## config.mk

```make
export PLATFORM = sky130hd
export DESIGN_NAME = apb_regfile_slave
export DESIGN_NICKNAME = d
export VERILOG_FILES = /design/src/rtl/apb_pkg.sv /design/src/rtl/apb_wait_ctr.sv /design/src/rtl/apb_regfile_slave.sv
export SDC_FILE = /design/constraint.sdc
export NUM_CORES = 1
export LEC_CHECK = 0
export ABC_AREA = 1
export CAP_MARGIN = 20
export CORE_AREA = 8 8 237 239
export CTS_CLUSTER_DIAMETER = 50
export DETAILED_ROUTE_END_ITERATION = 7
export DIE_AREA = 0 0 245 247
export PLACE_DENSITY = 0.57
export SYNTH_ARGS = -nofsm -noshare
export SYNTH_HDL_FRONTEND = slang
export SYNTH_SLANG_ARGS = --single-unit
```

## constraint.sdc

```tcl
create_clock -name pclk -period 4.94 [get_ports pclk]
set_input_delay 1.482 -clock pclk [delete_from_list [all_inputs] [get_ports pclk]]
set_output_delay 1.482 -clock pclk [all_outputs]
set_load 0.005 [all_outputs]
```

## src/rtl/apb_pkg.sv

```systemverilog
// rtl/apb_pkg.sv - shared state type, counter width and strobe helper for the APB register-file completer
package apb_pkg;

  // Transfer progress as seen by the completer
  typedef enum logic [1:0] {
    IDLE = 2'd0,
    WAIT = 2'd1,
    DONE = 2'd2
  } apb_state_e;

  // Wide enough for up to 15 programmed wait states
  localparam int WAIT_W = 4;

  // Number of byte lanes for a given data width
  function automatic int strb_w(input int data_w);
    return data_w / 8;
  endfunction

endpackage

```

## src/rtl/apb_wait_ctr.sv

```systemverilog
// rtl/apb_wait_ctr.sv - loadable down-counter that paces the access phase
module apb_wait_ctr
  import apb_pkg::*;
(
  input  logic              pclk,
  input  logic              preset_n,
  input  logic              i_load,
  input  logic [WAIT_W-1:0] i_load_val,
  input  logic              i_dec,
  output logic              o_zero
);

  logic [WAIT_W-1:0] r_cnt;

  // Load wins over decrement so every fresh setup restarts the count; saturate at zero
  always_ff @(posedge pclk or negedge preset_n) begin
    if (!preset_n) begin
      r_cnt <= '0;
    end else if (i_load) begin
      r_cnt <= i_load_val;
    end else if (i_dec && (r_cnt != '0)) begin
      r_cnt <= r_cnt - 1'b1;
    end
  end

  assign o_zero = (r_cnt == '0);

endmodule

```

## src/rtl/apb_regfile_slave.sv

```systemverilog
// rtl/apb_regfile_slave.sv - APB4 completer fronting a bank of byte-strobed, optionally read-only registers
module apb_regfile_slave
  import apb_pkg::*;
#(
  parameter int                  ADDR_W      = 32,
  parameter int                  DATA_W      = 32,
  parameter int                  NUM_REGS    = 8,
  parameter int                  WAIT_STATES = 0,
  parameter logic [NUM_REGS-1:0] RO_MASK     = '0
) (
  input  logic                         pclk,
  input  logic                         preset_n,
  input  logic                         psel,
  input  logic                         penable,
  input  logic                         pwrite,
  input  logic [ADDR_W-1:0]            paddr,
  input  logic [DATA_W-1:0]            pwdata,
  input  logic [strb_w(DATA_W)-1:0]    pstrb,
  output logic [DATA_W-1:0]            prdata,
  output logic                         pready,
  output logic                         pslverr,
  output logic [NUM_REGS*DATA_W-1:0]   reg_q,
  input  logic [NUM_REGS*DATA_W-1:0]   hw_status
);

  localparam int BYTES   = strb_w(DATA_W);
  localparam int ALIGN_W = $clog2(BYTES);
  localparam int IDX_W   = (NUM_REGS > 1) ? $clog2(NUM_REGS) : 1;

  localparam logic [ADDR_W-1:0] ALIGN_MASK = ADDR_W'(BYTES - 1);
  localparam logic [ADDR_W-1:0] REG_LIMIT  = ADDR_W'(NUM_REGS);
  // Counter is loaded one short because the WAIT cycle that sees zero is itself a wait cycle
  localparam logic [WAIT_W-1:0] LOAD_VAL   = (WAIT_STATES > 0) ? WAIT_W'(WAIT_STATES - 1) : '0;
  localparam apb_state_e        AFTER_SETUP = (WAIT_STATES == 0) ? DONE : WAIT;

  apb_state_e r_state;
  apb_state_e w_next;

  logic [IDX_W-1:0]  r_idx;
  logic              r_write;
  logic              r_err;
  logic              r_ro;
  logic [DATA_W-1:0] r_wdata;
  logic [BYTES-1:0]  r_strb;
  logic [DATA_W-1:0] r_regs [NUM_REGS];

  logic              w_setup;
  logic              w_commit;
  logic              w_dec;
  logic              w_zero;
  logic [ADDR_W-1:0] w_idx_full;
  logic [IDX_W-1:0]  w_idx;
  logic              w_in_range;
  logic              w_aligned;
  logic              w_ro_sel;
  logic              w_err;
  logic [DATA_W-1:0] w_hw [NUM_REGS];
  logic [DATA_W-1:0] w_rd_val;

  // Address decode and error classification happen on the setup cycle only
  assign w_setup    = psel & ~penable;
  assign w_idx_full = paddr >> ALIGN_W;
  assign w_idx      = w_idx_full[IDX_W-1:0];
  assign w_in_range = (w_idx_full < REG_LIMIT);
  assign w_aligned  = ((paddr & ALIGN_MASK) == '0);
  assign w_ro_sel   = w_in_range & RO_MASK[w_idx];
  assign w_err      = ~w_in_range | ~w_aligned | (pwrite & w_ro_sel);

  for (genvar i = 0; i < NUM_REGS; i++) begin : g_reg
    assign reg_q[i*DATA_W +: DATA_W] = r_regs[i];
    assign w_hw[i]                   = hw_status[i*DATA_W +: DATA_W];
  end

  // Read-only registers reflect live hardware status instead of stored contents
  assign w_rd_val = r_ro ? w_hw[r_idx] : r_regs[r_idx];

  apb_wait_ctr u_wait_ctr (
    .pclk       (pclk),
    .preset_n   (preset_n),
    .i_load     (w_setup),
    .i_load_val (LOAD_VAL),
    .i_dec      (w_dec),
    .o_zero     (w_zero)
  );

  // State register
  always_ff @(posedge pclk or negedge preset_n) begin
    if (!preset_n) begin
      r_state <= IDLE;
    end else begin
      r_state <= w_next;
    end
  end

  // Next state: setup restarts from any state, a dropped psel abandons the transfer
  always_comb begin
    w_next = r_state;
    case (r_state)
      IDLE: begin
        if (w_setup) w_next = AFTER_SETUP;
      end
      WAIT: begin
        if (!psel)         w_next = IDLE;
        else if (!penable) w_next = AFTER_SETUP;
        else if (w_zero)   w_next = DONE;
      end
      DONE: begin
        if (!psel)         w_next = IDLE;
        else if (!penable) w_next = AFTER_SETUP;
        else               w_next = IDLE;
      end
      default: w_next = IDLE;
    endcase
  end

  // Outputs: bus response only in DONE, write commit on the completing access edge
  always_comb begin
    pready   = 1'b0;
    pslverr  = 1'b0;
    prdata   = '0;
    w_commit = 1'b0;
    w_dec    = 1'b0;
    case (r_state)
      WAIT: begin
        w_dec = psel & penable;
      end
      DONE: begin
        pready   = 1'b1;
        pslverr  = r_err;
        prdata   = r_err ? '0 : w_rd_val;
        w_commit = psel & penable & r_write & ~r_err;
      end
      default: begin
      end
    endcase
  end

  // Capture the transfer attributes on every sampled setup
  always_ff @(posedge pclk or negedge preset_n) begin
    if (!preset_n) begin
      r_idx   <= '0;
      r_write <= 1'b0;
      r_err   <= 1'b0;
      r_ro    <= 1'b0;
      r_wdata <= '0;
      r_strb  <= '0;
    end else if (w_setup) begin
      r_idx   <= w_idx;
      r_write <= pwrite;
      r_err   <= w_err;
      r_ro    <= w_ro_sel;
      r_wdata <= pwdata;
      r_strb  <= pstrb;
    end
  end

  // Register bank: byte lanes with a clear strobe keep their old value
  always_ff @(posedge pclk or negedge preset_n) begin
    if (!preset_n) begin
      for (int i = 0; i < NUM_REGS; i++) r_regs[i] <= '0;
    end else if (w_commit) begin
      for (int b = 0; b < BYTES; b++) begin
        if (r_strb[b]) r_regs[r_idx][b*8 +: 8] <= r_wdata[b*8 +: 8];
      end
    end
  end

endmodule

```

==> key figures <==
Logic synthesis
  – Synth Warn #: 0
  – Ys async rst share: 100%
  – Synth cell count leaders: nand2_1 (998), dfrtp_1 (298), o21ai_1 (138), o21ai_0 (115), clkbuf_1 (44)
  – Post-synth top flop: dfrtp_1
  – Largest area contributor in the netlist: dfrtp_1
  – Syn Std Cell Area: 0.0143 sq mm
  – #FFs+latches synth: 298
  – Cells after Synth: 1,836
  – Syn Area/Cell: 7.80 sq um
  – Synth top area cells: dfrtp_1 (52%), nand2_1 (26%), o21ai_1 (4.8%), o21ai_0 (4.0%), nand3_4 (2.3%)
  – Syn nets: 2,165
  – Yosys top cell area share: 52.1%
  – Number of synthesized flops with an enable pin: 0
  – Synth unique cells: 26
  – Top-count cell post-synth: nand2_1
  – Sequential share of the synthesized area: 52.1%

STA
  – Worst hold slack: 0.490 ns
  – Sum of negative setup slack: 0 ns
  – RSZ-0062 raised after global routing: no
  – Final setup viols: 0
  – Pins Over Slew Limit: 0
  – Final Hold Viols: 0
  – Worst-margin pin slew: 1.07 ns
  – Final Critical Period: 4.58 ns
  – Final worst-path cycle share: 92.8%
  – Peak Freq: 0.218 GHz
  – Clock Skew: 0.0218 ns
  – Slew HR: 28.8%

Pwr
  – Peak VDD IR: 0.000179 V
  – Leak: 9.07 nW
  – P per Cell Area: 307 mW/mm^2

Routing
  – Routed len/inst: 19.8 microns
  – Drt first pass iters: 5
  – Top layer in use: met4
  – Via density: 4.73
  – 1st-iter DRT viols: 869
  – Final ANT Viol Nets: 0
  – Metal2 WL: 25.3 mm
  – Routed Wire Length: 56.9 mm
  – Via count: 13,600
  – Met3 wire len: 5.46 mm
  – Remaining DRCs: 0
  – Met1 Wirelength: 25.0 mm

Global route
  – Initial antenna violation count: 1
  – Total GRT Usage: 18.1%
  – Largest net degree at the start of global routing: 100
  – First-pass GRT wire length: 84.3 mm
  – GRT overflow: 0
  – Vias in the first global route: 13,300

Layout
  – Syn-to-layout area delta: 38.8%
  – Post-layout instance area: 0.0199 sq mm
  – Ratio of cells with drive above 1 in the final layout: 7.56%
  – Final core occ: 38.0%
  – Nets: 2,485
  – Fill cells: 5,359
  – Post-layout instance count excluding filler cells: 2,872

Clocking
  – Later-pin clock latency in the skew report: 0.54 ns
  – Gates resized, CTS repair: 0
  – Hold-fix buffers at CTS: 0
  – Clk slew on worst S/H paths: 0.05 ns
  – CTS max path bufs: 3
  – Total CTS buffers: 39
  – Root Driver: clkbuf_16
  – CTS tree: built
  – H-tree depth: 2
  – Post CTS Setup Buffer Count: 0
  – TritonCTS Sinks: 298

Run
  – Max-Cap Viols: 0

Hold path
  – Worst min-delay path category: reg2reg

Floorplan
  – Chip Height: 247 microns
  – Initial Utilization: 27.4%
  – Core area: 0.0522 sq mm
  – Chip width: 245 microns
  – Rows: 84
  – I/O pins: 619
  – DIE AREA: 0.0605 sq mm

Place
  – Placed inst area: 0.0185 sq mm
  – Number of port buffers: 362
  – GPL Wtd Cong: 0.851
  – DP HPWL: 39.2 mm
  – Placed Instances: 2,803

Worst setup path
  – Worst EP required: 3.46 ns
  – CP Max Fanout: 37
  – Critical path class: reg2out
  – CP Data Arrival Time: 3.10 ns
  – Crit end category: output port
  – Setup crit start kind: flop

Status
  – Status: complete, no violations
## layout by cell type (no fill, tap or decap), drive strengths merged
| cell type | count |
|---|---|
| clkinv | 7 |
| nand3 | 30 |
| nand4 | 4 |
| bufinv | 6 |
| buf | 18 |
| o21ai | 283 |
| a21oi | 32 |
| clkdlybuf4s50 | 361 |
| nor3 | 4 |
| clkbuf | 48 |
| nor2 | 35 |
| dfrtp | 298 |
| clkinvlp | 2 |
| inv | 53 |
| diode | 1 |
| nand2 | 1002 |
## final timing paths
check                                      from                     end  slack, ns  cells past startpoint
max                        r_idx[2]$_DFFE_PN0P_              prdata[29]       0.36                      7
min                         r_write$_DFFE_PN0P_     r_write$_DFFE_PN0P_       0.49                      2
max reg2reg                   r_err$_DFFE_PN0P_  reg_q[162]$_DFFE_PN0P_       1.97                      8
min reg2reg                 r_write$_DFFE_PN0P_     r_write$_DFFE_PN0P_       0.49                      2
max in group asynchronous              preset_n    r_idx[0]$_DFFE_PN0P_       2.90                      2
min in group asynchronous              preset_n   reg_q[10]$_DFFE_PN0P_       0.99                      1
## final cells by class
cell class	count	area (sq um)	share of cell area [%]
antenna	1	2.50	0.0126
multi-input combinational	1390	6180	31.1
inverter	48	188	0.945
clock inverter	20	289	1.45
tap	688	861	4.33
clock buffer	48	1070	5.38
sequential	298	7460	37.6
timing repair buffer	379	3820	19.2
## registers in the layout, summed over array words and instances, names as in the netlist
signal / cells
r_strb: 4
r_state: 1
reg_q: 256
r_wdata: 32
r_idx: 3
r_write: 1
r_err: 1
## critical path, stage by stage (launching register included)
cell and delay (ns):
dfrtp_2 0.71, inv_4 0.39, nor2_4 0.22, nand2_1 0.08
nor2_1 0.09, nor2_1 0.05, a21oi_1 0.39, clkdlybuf4s50_1 0.62
## cells by family after synthesis
logic type / after synthesis / share of synthesized area (%)
AND/OR/NAND/NOR: 1075 / 31.3
AO/OA/AOI/OAI: 315 / 11.8
flip-flops: 298 / 52.1
buffers and inverters: 148 / 4.81
## per-stage QoR
stage / setup WS, ns / power (W)
2_1_floorplan: 2.05 / 0.00285
3_3_place_gp: 0.840 / 0.00316
3_5_place_dp: 0.857 / 0.00317
4_1_cts: 0.248 / 0.00619
5_1_grt: 0.179 / 0.00632
6_report: 0.355 / 0.00611
## per-layer routing
layer | vias up | GRT usage [%]
li1 | 6460 | -
met1 | 6482 | 23.8
met2 | 570 | 28.5
met3 | 75 | 6.18
met4 | 0 | 4.63
met5 | - | 0
## power by group
group | total (W) | internal, W | switching (W)
logic | 0.000541 | 0.000119 | 0.000422
clock network | 0.00299 | 0.00187 | 0.00113
registers | 0.00257 | 0.00249 | 0.0000840
No activity file was read; power rests on OpenSTA's default activity.
